`src/rtl/aes_out_pkg.sv`:
```
// Shared widths, word-index type and helpers for the AES output serializer.
package aes_out_pkg;

    localparam int unsigned BLOCK_W         = 128;
    localparam int unsigned WORD_W          = 32;
    localparam int unsigned WORDS_PER_BLOCK = 4;

    typedef logic [1:0] word_idx_t;

    localparam word_idx_t FIRST_WORD = 2'd0;
    localparam word_idx_t LAST_WORD  = 2'd3;

    // Word 0 is the most significant 32 bits of the block.
    function automatic logic [WORD_W-1:0] block_word(input logic [BLOCK_W-1:0] blk,
                                                     input word_idx_t idx);
        logic [WORD_W-1:0] w;
        w = '0;
        unique case (idx)
            2'd0: w = blk[127:96];
            2'd1: w = blk[95:64];
            2'd2: w = blk[63:32];
            2'd3: w = blk[31:0];
            default: w = '0;
        endcase
        return w;
    endfunction

    function automatic logic even_parity(input logic [WORD_W-1:0] w);
        return ^w;
    endfunction

endpackage

```
`src/rtl/aes_out_fifo.sv`:
```
// DEPTH x 128-bit block FIFO; a push is accepted when full if a pop occurs on the same edge.
module aes_out_fifo
    import aes_out_pkg::*;
#(
    parameter int unsigned DEPTH = 2
) (
    input  logic                     clk,
    input  logic                     rst,
    input  logic                     push,
    input  logic [BLOCK_W-1:0]       push_data,
    input  logic                     pop,
    output logic [BLOCK_W-1:0]       head,
    output logic                     full,
    output logic                     empty,
    output logic [$clog2(DEPTH):0]   level
);

    localparam int unsigned PTR_W = $clog2(DEPTH);
    localparam int unsigned LVL_W = PTR_W + 1;

    logic [BLOCK_W-1:0] mem [DEPTH];
    logic [PTR_W-1:0]   wr_ptr_q, wr_ptr_d;
    logic [PTR_W-1:0]   rd_ptr_q, rd_ptr_d;
    logic [LVL_W-1:0]   level_q, level_d;
    logic               do_push, do_pop;

    assign full    = (level_q == LVL_W'(DEPTH));
    assign empty   = (level_q == '0);
    assign level   = level_q;
    assign head    = mem[rd_ptr_q];
    assign do_pop  = pop && !empty;
    assign do_push = push && (!full || do_pop);

    // DEPTH is a power of two, so pointers wrap naturally.
    always_comb begin
        wr_ptr_d = wr_ptr_q;
        rd_ptr_d = rd_ptr_q;
        level_d  = level_q;
        if (do_push) begin
            wr_ptr_d = wr_ptr_q + PTR_W'(1);
        end
        if (do_pop) begin
            rd_ptr_d = rd_ptr_q + PTR_W'(1);
        end
        unique case ({do_push, do_pop})
            2'b10:   level_d = level_q + LVL_W'(1);
            2'b01:   level_d = level_q - LVL_W'(1);
            default: level_d = level_q;
        endcase
    end

    always_ff @(posedge clk or posedge rst) begin
        if (rst) begin
            wr_ptr_q <= '0;
            rd_ptr_q <= '0;
            level_q  <= '0;
        end else begin
            wr_ptr_q <= wr_ptr_d;
            rd_ptr_q <= rd_ptr_d;
            level_q  <= level_d;
        end
    end

    // Storage is deliberately not reset; the pointers alone define validity.
    always_ff @(posedge clk) begin
        if (do_push) begin
            mem[wr_ptr_q] <= push_data;
        end
    end

endmodule

```
`src/rtl/aes_out_serializer.sv`:
```
// Buffers 128-bit AES output blocks and streams them as 32-bit words, MSB word first.
// Optional ser_parity output is built when AES_OUT_PARITY_EN is defined.
module aes_out_serializer
    import aes_out_pkg::*;
#(
    parameter int unsigned DEPTH = 2
) (
    input  logic                     AES_clk,
    input  logic                     AES_rst,
    input  logic                     AES_data_out_valid,
    input  logic [BLOCK_W-1:0]       AES_data_out,
    output logic [WORD_W-1:0]        ser_data,
    output logic                     ser_valid,
    input  logic                     ser_ready,
    output logic                     ser_last,
    output logic [$clog2(DEPTH):0]   ser_level,
    output logic                     ser_ovf
`ifdef AES_OUT_PARITY_EN
    ,
    output logic                     ser_parity
`endif
);

    logic [BLOCK_W-1:0] head;
    logic               fifo_full;
    logic               fifo_empty;
    word_idx_t          word_q, word_d;
    logic               ovf_q, ovf_d;
    logic               xfer;
    logic               pop;

    aes_out_fifo #(
        .DEPTH (DEPTH)
    ) u_fifo (
        .clk       (AES_clk),
        .rst       (AES_rst),
        .push      (AES_data_out_valid),
        .push_data (AES_data_out),
        .pop       (pop),
        .head      (head),
        .full      (fifo_full),
        .empty     (fifo_empty),
        .level     (ser_level)
    );

    assign ser_valid = !fifo_empty;
    assign xfer      = ser_valid && ser_ready;
    assign pop       = xfer && (word_q == LAST_WORD);

    always_comb begin
        word_d = word_q;
        ovf_d  = ovf_q;
        if (xfer) begin
            word_d = word_q + 2'd1;
        end
        // A block arriving into a full FIFO is lost unless the head leaves on the same edge.
        if (AES_data_out_valid && fifo_full && !pop) begin
            ovf_d = 1'b1;
        end
    end

    always_ff @(posedge AES_clk or posedge AES_rst) begin
        if (AES_rst) begin
            word_q <= FIRST_WORD;
            ovf_q  <= 1'b0;
        end else begin
            word_q <= word_d;
            ovf_q  <= ovf_d;
        end
    end

    assign ser_data = ser_valid ? block_word(head, word_q) : '0;
    assign ser_last = ser_valid && (word_q == LAST_WORD);
    assign ser_ovf  = ovf_q;

`ifdef AES_OUT_PARITY_EN
    // Derived only from registered state, so it changes exactly when ser_data does.
    assign ser_parity = even_parity(ser_data);
`endif

endmodule

```
`config.mk`:
```
export PLATFORM = sky130hd
export DESIGN_NAME = aes_out_serializer
export DESIGN_NICKNAME = d
export VERILOG_FILES = /design/src/rtl/aes_out_pkg.sv /design/src/rtl/aes_out_fifo.sv /design/src/rtl/aes_out_serializer.sv
export SDC_FILE = /design/constraint.sdc
export NUM_CORES = 1
export LEC_CHECK = 0
export CAP_MARGIN = 30
export CORE_ASPECT_RATIO = 1.75
export CORE_UTILIZATION = 45
export CTS_CLUSTER_SIZE = 8
export DETAILED_ROUTE_END_ITERATION = 12
export PLACE_DENSITY = 0.69
export SYNTH_ARGS = -nofsm -noshare
export SYNTH_HDL_FRONTEND = slang
export SYNTH_SLANG_ARGS = --single-unit
```
`constraint.sdc`:
```
create_clock -name AES_clk -period 14.7 [get_ports AES_clk]
set_clock_uncertainty 0.1 [all_clocks]
set_input_delay 2.94 -clock AES_clk [delete_from_list [all_inputs] [get_ports AES_clk]]
set_output_delay 2.94 -clock AES_clk [all_outputs]
set_load 0.01 [all_outputs]
```
* After elaboration in Yosys (flattened, before gate mapping)
Memory sizes are Yosys's and may differ from the RTL's. Cells that the tools add are included.
Storage, ports and cells: register bits 7, bits in writable memories 256, input bits 132, output and inout bits 37, word-level logic and storage cells 36, memories kept 1
Cells by class: add/subtract/negate cells 5, eq/ne operators 6, multiplexer cells 5, reduce and logical (&&, ||, !) cells 14
Memories:
- u_fifo.mem | words 2, bits a word 128, read ports 1, clocked after Yosys merged registers in 0, write ports 1, line aes_out_fifo.sv:21 | logic [BLOCK_W-1:0] mem [DEPTH];
Operators by type and width (number):
- $pmux 32 s4 | 1
- $mux 32 | 1
- $eq 2x2->1 const B | 4
- $logic_and 1x1->1 | 7
- $add 2x1->2 const B | 2
- $eq 2x1->1 const B | 2
- $logic_not 2->1 | 2
- $pmux 2 s2 | 1
- $logic_not 1->1 | 3
- $add 1x1->1 const B | 2
- $mux 1 | 2
- $reduce_bool 2->1 | 1
- $sub 2x1->2 const B | 1
- $logic_or 1x1->1 | 1

* Logic depth before layout (Yosys ltp)
word-level depth 9, gate-level depth with buffers 8

* Hierarchy
From an unflattened synthesis, not the netlist that was laid out.
Second synthesis, totals: cells, all modules 590, area, all modules 10990.5 µm²
By module, submodules not included:
- aes_out_fifo | instances 1, cells an instance 423, area each 9495.4 µm², seq. area each 7787.5 µm²
- aes_out_serializer | instances 1, cells an instance 167, area each 1495.2 µm², seq. area each 75.1 µm²

* Worst setup path after synthesis
OpenSTA, ideal clock, no wires.
kind input-to-reg, start in AES_data_out_valid, end mem u_fifo.mem[0][0], enable pin, arrival time 8.541 ns, setup slack 5.442 ns, cell stages on the path 3, buffers on the path 1, cell sequence buf_2 -> o21ai_1 -> nor2_1
On the way: longest elaborated chain between the ends 3
RTL lines:
- start, declared | line aes_out_serializer.sv:10 | input logic AES_data_out_valid,
- $logic_and 1x1->1 | line aes_out_fifo.sv:32 | assign do_push = push && (!full || do_pop);
- $mux 1 | line aes_out_fifo.sv:66 | if (do_push) begin
- $mux 1 (not written as such) | line aes_out_fifo.sv:67 | mem[wr_ptr_q] <= push_data;
- end, declared | line aes_out_fifo.sv:21
Every way passes these cells.

* Final worst setup path
start reg word_q[0], end out ser_data[19]
On the way: longest elaborated chain between the ends 3, elaborated cells between the ends (all ways) 6, those cells by class eq/ne: 3; mux: 2; reduce/logical: 1
RTL lines:
- start, declared | line aes_out_serializer.sv:27 | word_idx_t word_q, word_d;
- start signal, assigned | line aes_out_serializer.sv:67 | word_q <= word_d;
- $eq 2x2->1, or another cell as far along | line aes_out_pkg.sv:18 | unique case (idx)
- $pmux 32 s4 * | line aes_out_pkg.sv:18
- $mux 32 * | line aes_out_serializer.sv:72 | assign ser_data = ser_valid ? block_word(head, word_q) : '0;
- end, declared | line aes_out_serializer.sv:12 | output logic [WORD_W-1:0] ser_data,
Mark *: on every way between the ends. The rest lies on a longest branch, timed or not.

==> results.tsv <==
metric	value	unit
R2R Setup Slk	11710	ps
Least-Margin Pin Slew	714	ps
DRC	0	
final-report setup violation count	0	
Static Leak	0.00448	uW
Synth cell types	32	
startpoint types	register	
H-tree level count	2	
Worst Setup End Kind	output port	
pwr dens	218	nW/um^2
first-pass GRT wire length	35700	microns
dominant synthesized flop cell	edfxtp_1	
critical path arrival	3380	ps
core area	21700	sq um
final hold vios	0	
Routed Antenna Nets	0	
Die Y-Extent	200	microns
Crit-path slowest cell	buf_4	
reg-to-reg critical path endpoint	u_fifo.mem[0][86]$_DFFE_PP_	
Post-synth EDFFs	256	
Fin Setup TNS	0	ps
iteration count of the initial detailed-routing pass	4	
post-CTS sizing	0	
Post-Syn Nets	733	
worst path required time	11660	ps
WP buf/inv	3	
hold depth	1	
clk_lat worst skew	500	ps
status	completed	
layout cells sized above 1	0.0820	
IO Count	169	
FMAX	0.156	GHz
Initial Util	0.463	
Post-CTS Setup Bufs	0	
drt total wl	23700	microns
via count	6046	
vias per cell	5.56	
CTS tree	done	
DRT iter0 DRCs	418	
Worst IR Drop VDD	0.122	mV
Max-slew headroom	0.524	
# rows	71	
core occupancy in the finished layout	0.607	
Gate Count Post-Synth	596	
Reg2Reg Depth	7	
DP HPWL	15000	microns
yosys warns	0	
Min Hold Slack	378	ps
Die W	115	microns
initial antenna violation count	3	
hold endpoint	ser_ovf$_DFFE_PP0P_	
Crit. path cell count	7	
hold path startpoint	ser_ovf$_DFFE_PP0P_	
CTS Buffer Depth	3	
CTS Hold Bufs	0	
cells along the critical path	inv_1, ha_2, buf_4, a22oi_1, a32oi_1, and3_1, clkdlybuf4s50_1	
Critical Path Fanout Max	42	
Max Slew Vio Count	0	
gr usage total	0.211	
clock root buffer	clkbuf_16	
Seq cells post-synth	263	
pin count of the biggest net entering global routing	77	
fin crit share	0.437	
RSZ-0062 raised after global routing	false	
DR WL/cell	21.8	microns
Power, Total	2870	uW
routability-driven placement congestion ratio	0.776	
CP delay by family, top	buffers and inverters	
Setup CP Type	reg2out	
Final Critical Period	6420	ps
number of global-route vias before repair	6706	
PortBufs	168	
maxcap violations	0	
Crit Reg-Reg Startpoint	word_q[0]$_DFFE_PP0N_	
final net count	914	
synthesized area per cell	16.8	sq um
Hold WC Path Type	reg2reg	
Post-Syn Area	10000	sq um
Fillers	1670	
CTS Buf Count	38	
Die ar.	22900	sq um
Reg clk slew, reported paths	50	ps
fraction of registers with async set or reset after synthesis	0.0266	
register area share after synthesis	0.784	
Slowest Stage Delay on Critical Path	560	ps
Congestion Overflow GR	0	
Area Overhead vs Synth	31.2	%
clk sinks	263	
## registers in the layout, summed over array words and instances, names as in the netlist
name and flops:
word_q 2, u_fifo.level 2, u_fifo.rd_ptr_q 1, u_fifo.wr_ptr_q 1, u_fifo.mem 256, ser_ovf 1
## worst register-to-register path: cells and delay by family (launching register included)
| kind | cells | cell delay, ps |
|---|---|---|
| AO/OA/AOI/OAI | 2 | 320 |
| adder cells (fa/ha/maj) | 1 | 240 |
| buffers and inverters | 3 | 1340 |
| flip-flops | 1 | 440 |
| AND/OR/NAND/NOR | 1 | 130 |
## cell usage in the layout, fill, tap and decap left out
cell type and instances:
o21ai_0 1, dfrtp_2 1, clkdlybuf4s50_1 168, diode_2 2, ha_1 1, buf_4 9, nor2_4 3, nand2_1 66
a211oi_1 1, dfrtp_1 6, a41o_1 1, and3_1 32, xor2_1 1, clkbuf_1 15, and2_1 1, clkbuf_16 41
inv_1 7, a32oi_1 32, nand3_1 32, xnor2_1 3, mux2_1 1, a21oi_1 3, a21bo_2 1, ha_2 4
mux2i_1 32, nor3_1 1, buf_12 1, or2_1 1, or3_1 1, a22oi_1 65, buf_16 4, o21ai_1 1
edfxtp_1 256, nor2b_4 1
## power breakdown
part,internal (uW),switching [uW]
combinational,442,558
sequential,1030,54.4
clock,499,284
total,1970,897
## cell type report
type / instances / area, sq um / area share
Sequential cell: 263 / 7860 / 0.597
Multi-Input combinational cell: 285 / 1940 / 0.147
Timing Repair Buffer: 182 / 1880 / 0.143
Clock buffer: 56 / 1080 / 0.0822
Tap cell: 292 / 365 / 0.0278
Inverter: 7 / 26.3 / 0.00200
Antenna cell: 2 / 5.00 / 0.000380
## worst max-delay path by stage
stage / start / end
2_1_floorplan: AES_data_out_valid / u_fifo.mem[0][0]$_DFFE_PP_
3_3_place_gp: word_q[0]$_DFFE_PP0N_ / ser_data[19]
3_5_place_dp: AES_data_out_valid / u_fifo.mem[0][20]$_DFFE_PP_
4_1_cts: u_fifo.rd_ptr_q$_DFFE_PP0N_ / ser_data[14]
5_1_grt: word_q[0]$_DFFE_PP0N_ / ser_data[25]
6_report: word_q[0]$_DFFE_PP0N_ / ser_data[19]
## synth_stat cells (all sizes together) (5+ instances only)
library cell,number,area share
a22oi,65,0.049
a32oi,32,0.028
and3,32,0.020
buf,31,0.020
clkbuf,10,0.0039
dfrtp,7,0.017
edfxtp,256,0.77
ha,5,0.0062
inv,7,0.0026
mux2i,32,0.032
nand2,66,0.025
nand3,32,0.016
## routing by layer
metal  share of wire  GRT usage  vias up
li1                -          -     2729
met1            0.35      0.222     2985
met2            0.54      0.387      260
met3           0.069     0.0491       70
met4           0.039      0.105        2
met5         0.00046          0        -
## logic make-up (layout without fill, tap and decap cells)
family                     count (synthesis)  in the layout  share of synthesized area
DFF                                      263            263                      0.784
and+or+nand+nor                          138            138                     0.0650
AOI/OAI and AO/OA                        105            105                     0.0818
buffers and inverters                     48            245                     0.0269
muxes                                     33             33                     0.0330
adders and majority gates                  5              5                    0.00623
xor gates and xnor gates                   4              4                    0.00349
other                                      0              2                          0
## metrics by stage
stage | area, sq um | instances | setup WS (ps)
2_1_floorplan | 10000 | 596 | 5440
3_3_place_gp | 11900 | 1024 | 8530
3_5_place_dp | 12000 | 1027 | 8650
4_1_cts | 13100 | 1083 | 8200
5_1_grt | 13200 | 1087 | 8140
6_report | 13200 | 1087 | 8280
No activity file was read; power rests on OpenSTA's default activity.
